$ cat src/rtl/latch_q_monitor_if.sv
// Signal bundle between the latch side (master) and latch_q_monitor (slave).
// CNT_W must match the CNT_W of the monitor instance it connects to.
interface latch_q_monitor_if #(
    parameter int unsigned CNT_W = 8
) ();

    logic             q_in;
    logic             qbar_in;
    logic             cnt_clr;
    logic             q_clean;
    logic             rise_pulse;
    logic             fall_pulse;
    logic [CNT_W-1:0] edge_cnt;
    logic             qbar_err;

    // Latch / stimulus side: drives the raw latch levels and the clear.
    modport master (
        output q_in,
        output qbar_in,
        output cnt_clr,
        input  q_clean,
        input  rise_pulse,
        input  fall_pulse,
        input  edge_cnt,
        input  qbar_err
    );

    // Monitor side.
    modport slave (
        input  q_in,
        input  qbar_in,
        input  cnt_clr,
        output q_clean,
        output rise_pulse,
        output fall_pulse,
        output edge_cnt,
        output qbar_err
    );

endinterface

$ cat src/rtl/latch_q_monitor.sv
// latch_q_monitor: synchronizes the asynchronous latch Q into the clk domain,
// rejects pulses shorter than FILT_CYCLES synchronized samples, and emits a
// clean level, one-cycle rise/fall strobes and a wrapping transition count.
// Optional feature macro: LATCH_QBAR_CHECK_EN enables the Q/Qbar complement
// check driving qbar_err; without it qbar_err is tied to 0.
module latch_q_monitor #(
    parameter int unsigned FILT_CYCLES = 4,
    parameter int unsigned CNT_W       = 8
) (
    input  logic               clk,
    input  logic               rst_n,
    latch_q_monitor_if.slave   bus
);

    // Wide enough to hold FILT_CYCLES itself (needed by the violation counter).
    localparam int unsigned ScW = $clog2(FILT_CYCLES + 1);
    localparam logic [ScW-1:0] ScOne  = ScW'(1);
    localparam logic [ScW-1:0] ScLast = ScW'(FILT_CYCLES - 1);

    typedef enum logic [1:0] {
        StStable0,
        StPend1,
        StStable1,
        StPend0
    } state_e;

    logic             s1_q, s2_q;
    state_e           state_q, state_d;
    logic [ScW-1:0]   sc_q, sc_d;
    logic             q_clean_q, q_clean_d;
    logic             rise_q, rise_d;
    logic             fall_q, fall_d;
    logic [CNT_W-1:0] cnt_q, cnt_d;
    logic             sc_last;

    // sc + 1 == FILT_CYCLES, written without widening the counter.
    assign sc_last = (sc_q == ScLast);

    // Two-flop synchronizer for Q; only s2_q is used downstream.
    always_ff @(posedge clk) begin
        if (!rst_n) begin
            s1_q <= 1'b0;
            s2_q <= 1'b0;
        end else begin
            s1_q <= bus.q_in;
            s2_q <= s1_q;
        end
    end

    // Filter FSM state and stability counter register.
    always_ff @(posedge clk) begin
        if (!rst_n) begin
            state_q <= StStable0;
            sc_q    <= '0;
        end else begin
            state_q <= state_d;
            sc_q    <= sc_d;
        end
    end

    // Filter next state: a new level must be seen FILT_CYCLES times in a row.
    always_comb begin
        state_d = state_q;
        sc_d    = sc_q;
        unique case (state_q)
            StStable0: begin
                if (s2_q) begin
                    if (FILT_CYCLES == 1) begin
                        state_d = StStable1;
                        sc_d    = '0;
                    end else begin
                        state_d = StPend1;
                        sc_d    = ScOne;
                    end
                end else begin
                    sc_d = '0;
                end
            end
            StPend1: begin
                if (s2_q) begin
                    if (sc_last) begin
                        state_d = StStable1;
                        sc_d    = '0;
                    end else begin
                        sc_d = sc_q + ScOne;
                    end
                end else begin
                    state_d = StStable0;
                    sc_d    = '0;
                end
            end
            StStable1: begin
                if (!s2_q) begin
                    if (FILT_CYCLES == 1) begin
                        state_d = StStable0;
                        sc_d    = '0;
                    end else begin
                        state_d = StPend0;
                        sc_d    = ScOne;
                    end
                end else begin
                    sc_d = '0;
                end
            end
            StPend0: begin
                if (!s2_q) begin
                    if (sc_last) begin
                        state_d = StStable0;
                        sc_d    = '0;
                    end else begin
                        sc_d = sc_q + ScOne;
                    end
                end else begin
                    state_d = StStable1;
                    sc_d    = '0;
                end
            end
            default: begin
                state_d = StStable0;
                sc_d    = '0;
            end
        endcase
    end

    // Output next values, derived from the next state so the level and the
    // strobe register on the same edge as the accepting transition.
    always_comb begin
        q_clean_d = (state_d == StStable1) || (state_d == StPend0);
        rise_d    = q_clean_d & ~q_clean_q;
        fall_d    = ~q_clean_d & q_clean_q;
        cnt_d     = cnt_q;
        if (bus.cnt_clr) begin
            cnt_d = '0;
        end else if (rise_d || fall_d) begin
            cnt_d = cnt_q + CNT_W'(1);
        end
    end

    // Registered outputs and transition counter.
    always_ff @(posedge clk) begin
        if (!rst_n) begin
            q_clean_q <= 1'b0;
            rise_q    <= 1'b0;
            fall_q    <= 1'b0;
            cnt_q     <= '0;
        end else begin
            q_clean_q <= q_clean_d;
            rise_q    <= rise_d;
            fall_q    <= fall_d;
            cnt_q     <= cnt_d;
        end
    end

    assign bus.q_clean    = q_clean_q;
    assign bus.rise_pulse = rise_q;
    assign bus.fall_pulse = fall_q;
    assign bus.edge_cnt   = cnt_q;

`ifdef LATCH_QBAR_CHECK_EN
    localparam logic [ScW-1:0] VcMax = ScW'(FILT_CYCLES);

    logic           b1_q, b2_q;
    logic [ScW-1:0] vc_q, vc_d;
    logic           err_q, err_d;

    // Qbar synchronizer resets to 1 so reset itself is not a violation.
    always_ff @(posedge clk) begin
        if (!rst_n) begin
            b1_q <= 1'b1;
            b2_q <= 1'b1;
        end else begin
            b1_q <= bus.qbar_in;
            b2_q <= b1_q;
        end
    end

    // Count consecutive Q==Qbar samples (saturating); sticky error on reaching
    // FILT_CYCLES, clear has priority over a set.
    always_comb begin
        vc_d = '0;
        if (s2_q == b2_q) begin
            vc_d = (vc_q == VcMax) ? vc_q : vc_q + ScOne;
        end
        err_d = bus.cnt_clr ? 1'b0 : (err_q | (vc_d == VcMax));
    end

    // Violation counter and sticky error register.
    always_ff @(posedge clk) begin
        if (!rst_n) begin
            vc_q  <= '0;
            err_q <= 1'b0;
        end else begin
            vc_q  <= vc_d;
            err_q <= err_d;
        end
    end

    assign bus.qbar_err = err_q;
`else
    logic unused_qbar;
    assign unused_qbar  = bus.qbar_in;
    assign bus.qbar_err = 1'b0;
`endif

endmodule

$ cat src/flat_wrapper.sv
// flat-port wrapper written by rule: the top's interface ports become plain ports
module latch_q_monitor_flat 
#(
    parameter int unsigned FILT_CYCLES = 4,
    parameter int unsigned CNT_W       = 8
)
  (clk, rst_n, bus_q_in, bus_qbar_in, bus_cnt_clr, bus_q_clean, bus_rise_pulse, bus_fall_pulse, bus_edge_cnt, bus_qbar_err);
  latch_q_monitor_if #(.CNT_W(CNT_W)) bus_i ();
  input  logic clk;
  input  logic rst_n;
  input wire logic [$bits(bus_i.q_in)-1:0] bus_q_in;
  input wire logic [$bits(bus_i.qbar_in)-1:0] bus_qbar_in;
  input wire logic [$bits(bus_i.cnt_clr)-1:0] bus_cnt_clr;
  output wire logic [$bits(bus_i.q_clean)-1:0] bus_q_clean;
  output wire logic [$bits(bus_i.rise_pulse)-1:0] bus_rise_pulse;
  output wire logic [$bits(bus_i.fall_pulse)-1:0] bus_fall_pulse;
  output wire logic [$bits(bus_i.edge_cnt)-1:0] bus_edge_cnt;
  output wire logic [$bits(bus_i.qbar_err)-1:0] bus_qbar_err;
  assign bus_i.q_in = bus_q_in;
  assign bus_i.qbar_in = bus_qbar_in;
  assign bus_i.cnt_clr = bus_cnt_clr;
  assign bus_q_clean = bus_i.q_clean;
  assign bus_rise_pulse = bus_i.rise_pulse;
  assign bus_fall_pulse = bus_i.fall_pulse;
  assign bus_edge_cnt = bus_i.edge_cnt;
  assign bus_qbar_err = bus_i.qbar_err;
  latch_q_monitor #(.FILT_CYCLES(FILT_CYCLES), .CNT_W(CNT_W)) u_core (.clk(clk), .rst_n(rst_n), .bus(bus_i));
endmodule
$ cat config.mk
export PLATFORM = sky130hd
export DESIGN_NAME = latch_q_monitor_flat
export DESIGN_NICKNAME = d
export VERILOG_FILES = /design/src/rtl/latch_q_monitor_if.sv /design/src/rtl/latch_q_monitor.sv /design/src/flat_wrapper.sv
export SDC_FILE = /design/constraint.sdc
export NUM_CORES = 1
export LEC_CHECK = 0
export BUFFER_PORTS_ARGS = -buffer_cell sky130_fd_sc_hd__clkbuf_2
export CORE_UTILIZATION = 49
export DETAILED_ROUTE_END_ITERATION = 12
export PLACE_DENSITY = 0.8
export SLEW_MARGIN = 20
export SYNTH_ARGS = -nofsm -noshare
export SYNTH_HDL_FRONTEND = slang
export SYNTH_SLANG_ARGS = --single-unit
$ cat constraint.sdc
create_clock -name clk -period 2.7 [get_ports clk]
set_input_delay 0.81 -clock clk [delete_from_list [all_inputs] [get_ports clk]]
set_output_delay 0.81 -clock clk [all_outputs]
set_load 0.01 [all_outputs]
==> qor.yml, run 1 <==
hold_path_class: "register to register"
yosysTopAreaCell: "dfxtp_1"
ys_top_cells_by_area: "dfxtp_1 (52%), ha_1 (5.4%), xor2_1 (5.0%), nand4b_4 (3.4%), nor2_1 (3.2%)"
synth-seq-cells: 18
yosys.area_share.simple: 0.2473
ant_nets: 0
core_um2: 1318
synth-edff-count: 0
drc: 0
ctsLongestPathBuffers: 2
cp-start-kind: "register"
worstPathRequired_ns: 2.93
holdBufCountCts: 0
cts_root_buf: "clkbuf_4"
routedWlPerCell_um: 10.05
fillerInstances: 109
globalRouteMet1Util: 0.1632
ys_top_cells_by_count: "dfxtp_1 (18), nor2_1 (6), xor2_1 (4)"
slew_violations: 0
post-route-period-util: 0.8249
cp-end-kind: "register"
postLayoutCellArea_um2: 812.0
synth_cell_types: 25
cts_setup_buffers: 0
htreeDepth: 1
clkTransAtPathRegs_ns: 0.10
synth_area_um2: 698.2
postSynthCellCount: 68
insertedDiodeCount: 0
seq_area_frac_synth: 0.5161
synthToLayoutAreaGrowth_pct: 16.31
layout_min_cycle_time_ns: 2.227
drt_iter0_markers: 7
cts_tree: "yes"
synth_compound_area_frac: 0.05376
ir_drop_v: 0.0003461
final_nets: 93
overflow: 0
yosysWarningCount: 0
met2_usage: 0.1967
ff2ff_setup_slack_ns: 0.47
die_width_um: 39.75
cap_violations: 0
skew_ns: 0.008493
first_pass_iters: 4
yosysMostFrequentCell: "dfxtp_1"
grtUsageMet3: 0.1023
syn_nets: 76
grt_pass1_wl_um: 1366
rsz0062_at_grt: "no"
floorplan.initialDensity: 0.5299
drive_gt1_frac: 0.2262
finalSetupViolCount: 0
hold_viol: 0
max_freq_ghz: 0.4490
grt_pass1_vias: 332
antenna_found_initial: 0
grt.total_usage: 0.1410
route.vias.total: 493
p_leak_nw: 0.3840
synthAdderAreaFrac: 0.05376
total_power_uw: 440.5
synth_xor_area_frac: 0.06272
via_per_inst: 4.980
pwr_density_cell_nw_per_um2: 542.5
rows: 13
insertion_delay_ns: 0.29
routabilityCongestion: 0.6833
fp.dieArea_um2: 1580
place_area_um2: 775.7
dpl.hpwl_um: 766.7
numCtsBuffers: 3
synthMuxAreaShare: 0.02867
synth-async-reset-ratio: 0
busiest_layer: "met2"
status: "finished clean"
finalSetupTns_ns: 0
cts_resized: 0
path_class: "register to register"
drt_wl_total_um: 995
grt_max_degree: 11
syn_avg_cell_area_um2: 10.27
ys.flop_type: "dfxtp_1"
cp_max_fo: 6
cp.arrival_ns: 2.46
portBuffers: 14
fp.dieH_um: 39.75
yosysTopAreaCellShare: 0.5161
clock-sinks: 18
ios: 17
synth_top_family_by_area: "simple AND/OR/NAND/NOR gates"
## per-layer routing
| layer | wire length, um | part of all wire |
|---|---|---|
| met1 | 465 | 0.47 |
| met5 | 0 | 0 |
| met4 | 0 | 0 |
| met2 | 458 | 0.46 |
| met3 | 71 | 0.071 |
## worst paths after layout
kind / start / to / depth (start not counted)
hold / removal: u_core.s1_q$_SDFF_PN0_ / u_core.s2_q$_SDFF_PN0_ / 1
setup / recovery: u_core.sc_q[0]$_SDFF_PN0_ / u_core.bus.edge_cnt[5]$_SDFFE_PP0P_ / 8
hold reg to reg: u_core.s1_q$_SDFF_PN0_ / u_core.s2_q$_SDFF_PN0_ / 1
setup reg to reg: u_core.sc_q[0]$_SDFF_PN0_ / u_core.bus.edge_cnt[5]$_SDFFE_PP0P_ / 8
## cells by family (layout without fill, tap and decap cells)
| group | count (synthesis) | after routing |
|---|---|---|
| and+or+nand+nor | 27 | 27 |
| DFF | 18 | 18 |
| AOI/OAI and AO/OA | 7 | 7 |
| xor gates and xnor gates | 5 | 5 |
| buffers and inverters | 5 | 21 |
| adders and majority gates | 3 | 3 |
| muxes | 2 | 2 |
| other | 1 | 1 |
## state kept, by name, summed over array words and instances (netlist names)
register / flops
u_core.bus.fall_pulse: 1
u_core.state_q: 2
u_core.s2_q: 1
u_core.bus.edge_cnt: 8
u_core.s1_q: 1
u_core.bus.rise_pulse: 1
u_core.bus.q_clean: 1
u_core.sc_q: 3
## critical path: stages (launching register included)
cell	delay [ns]
dfxtp_1	0.33
ha_1	0.22
nand3b_1	0.13
mux2i_1	0.32
inv_1	0.08
ha_1	0.36
nand4b_4	0.23
or3_1	0.36
a21oi_1	0.14
## where the power goes
part | leakage, nW | total, mW | switching [mW] | internal, mW
sequential | 0.146 | 0.269 | 0.00103 | 0.268
clock | 0.0210 | 0.163 | 0.0812 | 0.0822
combinational | 0.217 | 0.00856 | 0.00480 | 0.00377
## stage by stage
step	utilization	hold WS [ns]	worst slack, ns	cells
after floorplan	-	0.4118	0.6830	68
after global placement	0.5888	0.4146	0.5329	95
after detailed placement	0.5888	0.4254	0.4884	95
after CTS	0.6163	0.4485	0.4517	99
after global routing	0.6163	0.4855	0.3289	99
final	0.6163	0.4451	0.4728	99
## layout make-up
| type | instances | area (um2) | share of cell area |
|---|---|---|---|
| Sequential cell | 18 | 360.3 | 0.4438 |
| Tap cell | 15 | 18.77 | 0.02311 |
| Timing Repair Buffer | 14 | 70.07 | 0.08629 |
| Clock buffer | 4 | 36.28 | 0.04468 |
| Inverter | 3 | 11.26 | 0.01387 |
| Multi-Input combinational cell | 45 | 315.3 | 0.3883 |
## cells in the final DEF, fill, tap and decap left out, drive strengths merged, types with 3 or more instances in the layout
cell    instances
dfxtp          18
clkbuf         18
nor2            6
xor2            4
inv             3
and2            3
o21ai           3
or3             3
a21oi           3
nor2b           3
ha              3
(Power assumes the default switching activity.)
==> run 2, diff against run 1 <==
- clock period: 2.7 -> 2.1 ns (I/O delays scaled with it)
==> run 2 against run 1 <==
Power up 18%. Combinational power up 29%. Cell count grew 2.0%. Clock skew decreased by 0.0045 ns. Critical path depth did not move.
==> qor.yml, run 2 (synthesized netlist as in run 1, its figures left out) <==
ir_drop_v: 0.0003620  # +4.6%
rsz0062_at_grt: "no"
skew_ns: 0.004011  # -0.004482 ns
grt.total_usage: 0.1688  # +0.02784
total_power_uw: 520.3  # +18%
clock-sinks: 18  # unchanged
finalHoldWorstSlack_ns: 0.4426  # -0.002493 ns
postLayoutCoreUtil: 0.6325  # +0.01614
cts_root_buf: "clkbuf_4"
critPathMaxStageDelay_ns: 0.36  # about the same
insertedDiodeCount: 0  # unchanged
slowest_stage: "or3_1"
slew_violations: 0  # unchanged
portBuffers: 14  # unchanged
place_inst: 97  # +2.1%
clockPowerShare: 0.315  # -0.056
drc: 0  # unchanged
ctsLongestPathBuffers: 2  # unchanged
drt_wl_total_um: 1123  # +13%
max_freq_ghz: 0.5126  # +14%
final_common_cell: "dfxtp_1"
worstPathCellList: "ha_1, nand3b_1, mux2i_1, inv_1, ha_4, nand4b_4, or3_1, a21oi_1"
power.internal_uw: 415.4  # +18%
worstHoldStart: "u_core.s1_q$_SDFF_PN0_"
htreeDepth: 1  # unchanged
dpl.hpwl_um: 796  # +3.8%
routabilityCongestion: 0.6959  # +1.8%
status: "finished clean"
ant_nets: 0  # unchanged
clkTransAtPathRegs_ns: 0.09  # about the same
p_sw_frac: 0.2015  # +0.004039
fp.dieArea_um2: 1580  # unchanged
hold_viol: 0  # unchanged
p_leak_nw: 0.3902  # +1.6%
worstReg2RegEnd: "u_core.bus.edge_cnt[5]$_SDFFE_PP0P_"
path_class: "register to register"
final_nets: 96  # +3.2%
cp.arrival_ns: 2.17  # -0.29 ns
routedWlPerCell_um: 11.12  # +11%
hold_end: "u_core.s2_q$_SDFF_PN0_"
p_seq_frac: 0.663  # +0.053
finalSetupTns_ns: 0  # unchanged
route.vias.total: 512  # +3.9%
overflow: 0  # unchanged
synthToLayoutAreaGrowth_pct: 19.35
ff2ff_setup_slack_ns: 0.15  # -0.32 ns
via_per_inst: 5.069  # +1.8%
layout_min_cycle_time_ns: 1.951  # -0.2763 ns
cp-start-kind: "register"
hold_path_depth: 1  # unchanged
numCtsBuffers: 3  # unchanged
power.switching_uw: 104.8  # +21%
die_width_um: 39.75  # unchanged
floorplan.initialDensity: 0.5299  # unchanged
antenna_found_initial: 0  # unchanged
holdBufCountCts: 0  # unchanged
ff2ff_path_depth: 8  # unchanged
largest_register_ff_count: 8  # unchanged
worstPathRequired_ns: 2.32  # -0.61 ns
post-route-period-util: 0.9290  # +0.1041
drt_iter0_markers: 12  # +5
stdcell_count: 101  # +2.0%
ios: 17  # unchanged
pwr_density_cell_nw_per_um2: 624.3  # +15%
cts_tree: "yes"
r2r-start: "u_core.sc_q[0]$_SDFF_PN0_"
rows: 13  # unchanged
grt_pass1_vias: 393  # +18%
layout_common_cells: "dfxtp_1 (18), clkbuf_2 (14), nor2_1 (6), xor2_1 (4)"
cp_max_fo: 5  # -1
hold_path_class: "register to register"
pwr-share-comb: 0.021  # +0.002
grt_pass1_wl_um: 1635  # +20%
drive_gt1_frac: 0.2558  # +0.02962
cap_violations: 0  # unchanged
insertion_delay_ns: 0.29  # about the same
fp.dieH_um: 39.75  # unchanged
cp-end-kind: "register"
grt_max_degree: 10  # -1
core_um2: 1318  # unchanged
finalSetupViolCount: 0  # unchanged
cp-startpoint: "u_core.sc_q[0]$_SDFF_PN0_"
first_pass_iters: 4  # unchanged
==> run 2: changes by cell type in the layout (fill, tap and decap cells not counted), sizes merged <==
cell    change
clkbuf      -1
buf         +3
==> run 2: worst max-delay path by stage <==
stage	end	slack, ns	cells after the start
2_1_floorplan	u_core.bus.edge_cnt[5]$_SDFFE_PP0P_	0.08	8
3_3_place_gp	u_core.bus.edge_cnt[5]$_SDFFE_PP0P_	0.13	8
3_5_place_dp	u_core.bus.edge_cnt[7]$_SDFFE_PP0P_	0.09	8
4_1_cts	u_core.bus.edge_cnt[7]$_SDFFE_PP0P_	0.06	8
5_1_grt	u_core.bus.edge_cnt[5]$_SDFFE_PP0P_	0.01	8
6_report	u_core.bus.edge_cnt[5]$_SDFFE_PP0P_	0.15	8
==> run 2: per-stage QoR <==
step | instance area, um2 | setup WS [ns]
2_1_floorplan | 698.2 | 0.08299
3_3_place_gp | 790.8 | 0.1297
4_1_cts | 813.3 | 0.05514
3_5_place_dp | 790.8 | 0.08847
6_report | 833.3 | 0.1492
5_1_grt | 833.3 | 0.01302
==> run 2: power by group through the flow <==
| stage | Clock [mW] | Combinational (mW) | Sequential (mW) |
|---|---|---|---|
| finish | 0.164 | 0.0110 | 0.345 |
| global route | 0.192 | 0.0123 | 0.346 |
| CTS | 0.168 | 0.0113 | 0.345 |
| detailed placement | 0 | 0.0115 | 0.353 |
| global placement | 0 | 0.0110 | 0.353 |
| floorplan | 0 | 0.00806 | 0.353 |
==> run 2: per-layer routing <==
metal | GRT usage | routed length [um] | vias to the layer above
met5 | 0 | 0 | -
met4 | 0.1293 | 23 | 0
met3 | 0.08523 | 53 | 4
met2 | 0.2090 | 514 | 13
met1 | 0.2131 | 532 | 227
li1 | - | - | 268
==> run 2: final cells by class <==
class / instances / area (um2)
fillers: 112 / 484.2
inverters: 3 / 11.26
clock buffers: 3 / 22.52
flip-flops and latches: 18 / 360.3
well taps: 15 / 18.77
multi-input cells: 45 / 327.8
repair buffers: 17 / 92.59
==> run 2: timing repair <==
item	CTS	global route
resized for setup	0	1
endpoints found under the setup margin	0	2
buffers inserted	0	1
==> run 2: critical path, delay by kind of cell (launching register included) <==
kind / cells / cell delay, ns
AND/OR/NAND/NOR: 3 / 0.67
adder cells (fa/ha/maj): 2 / 0.43
flip-flops: 1 / 0.32
multiplexers: 1 / 0.23
AO/OA/AOI/OAI: 1 / 0.14
buffers and inverters: 1 / 0.10
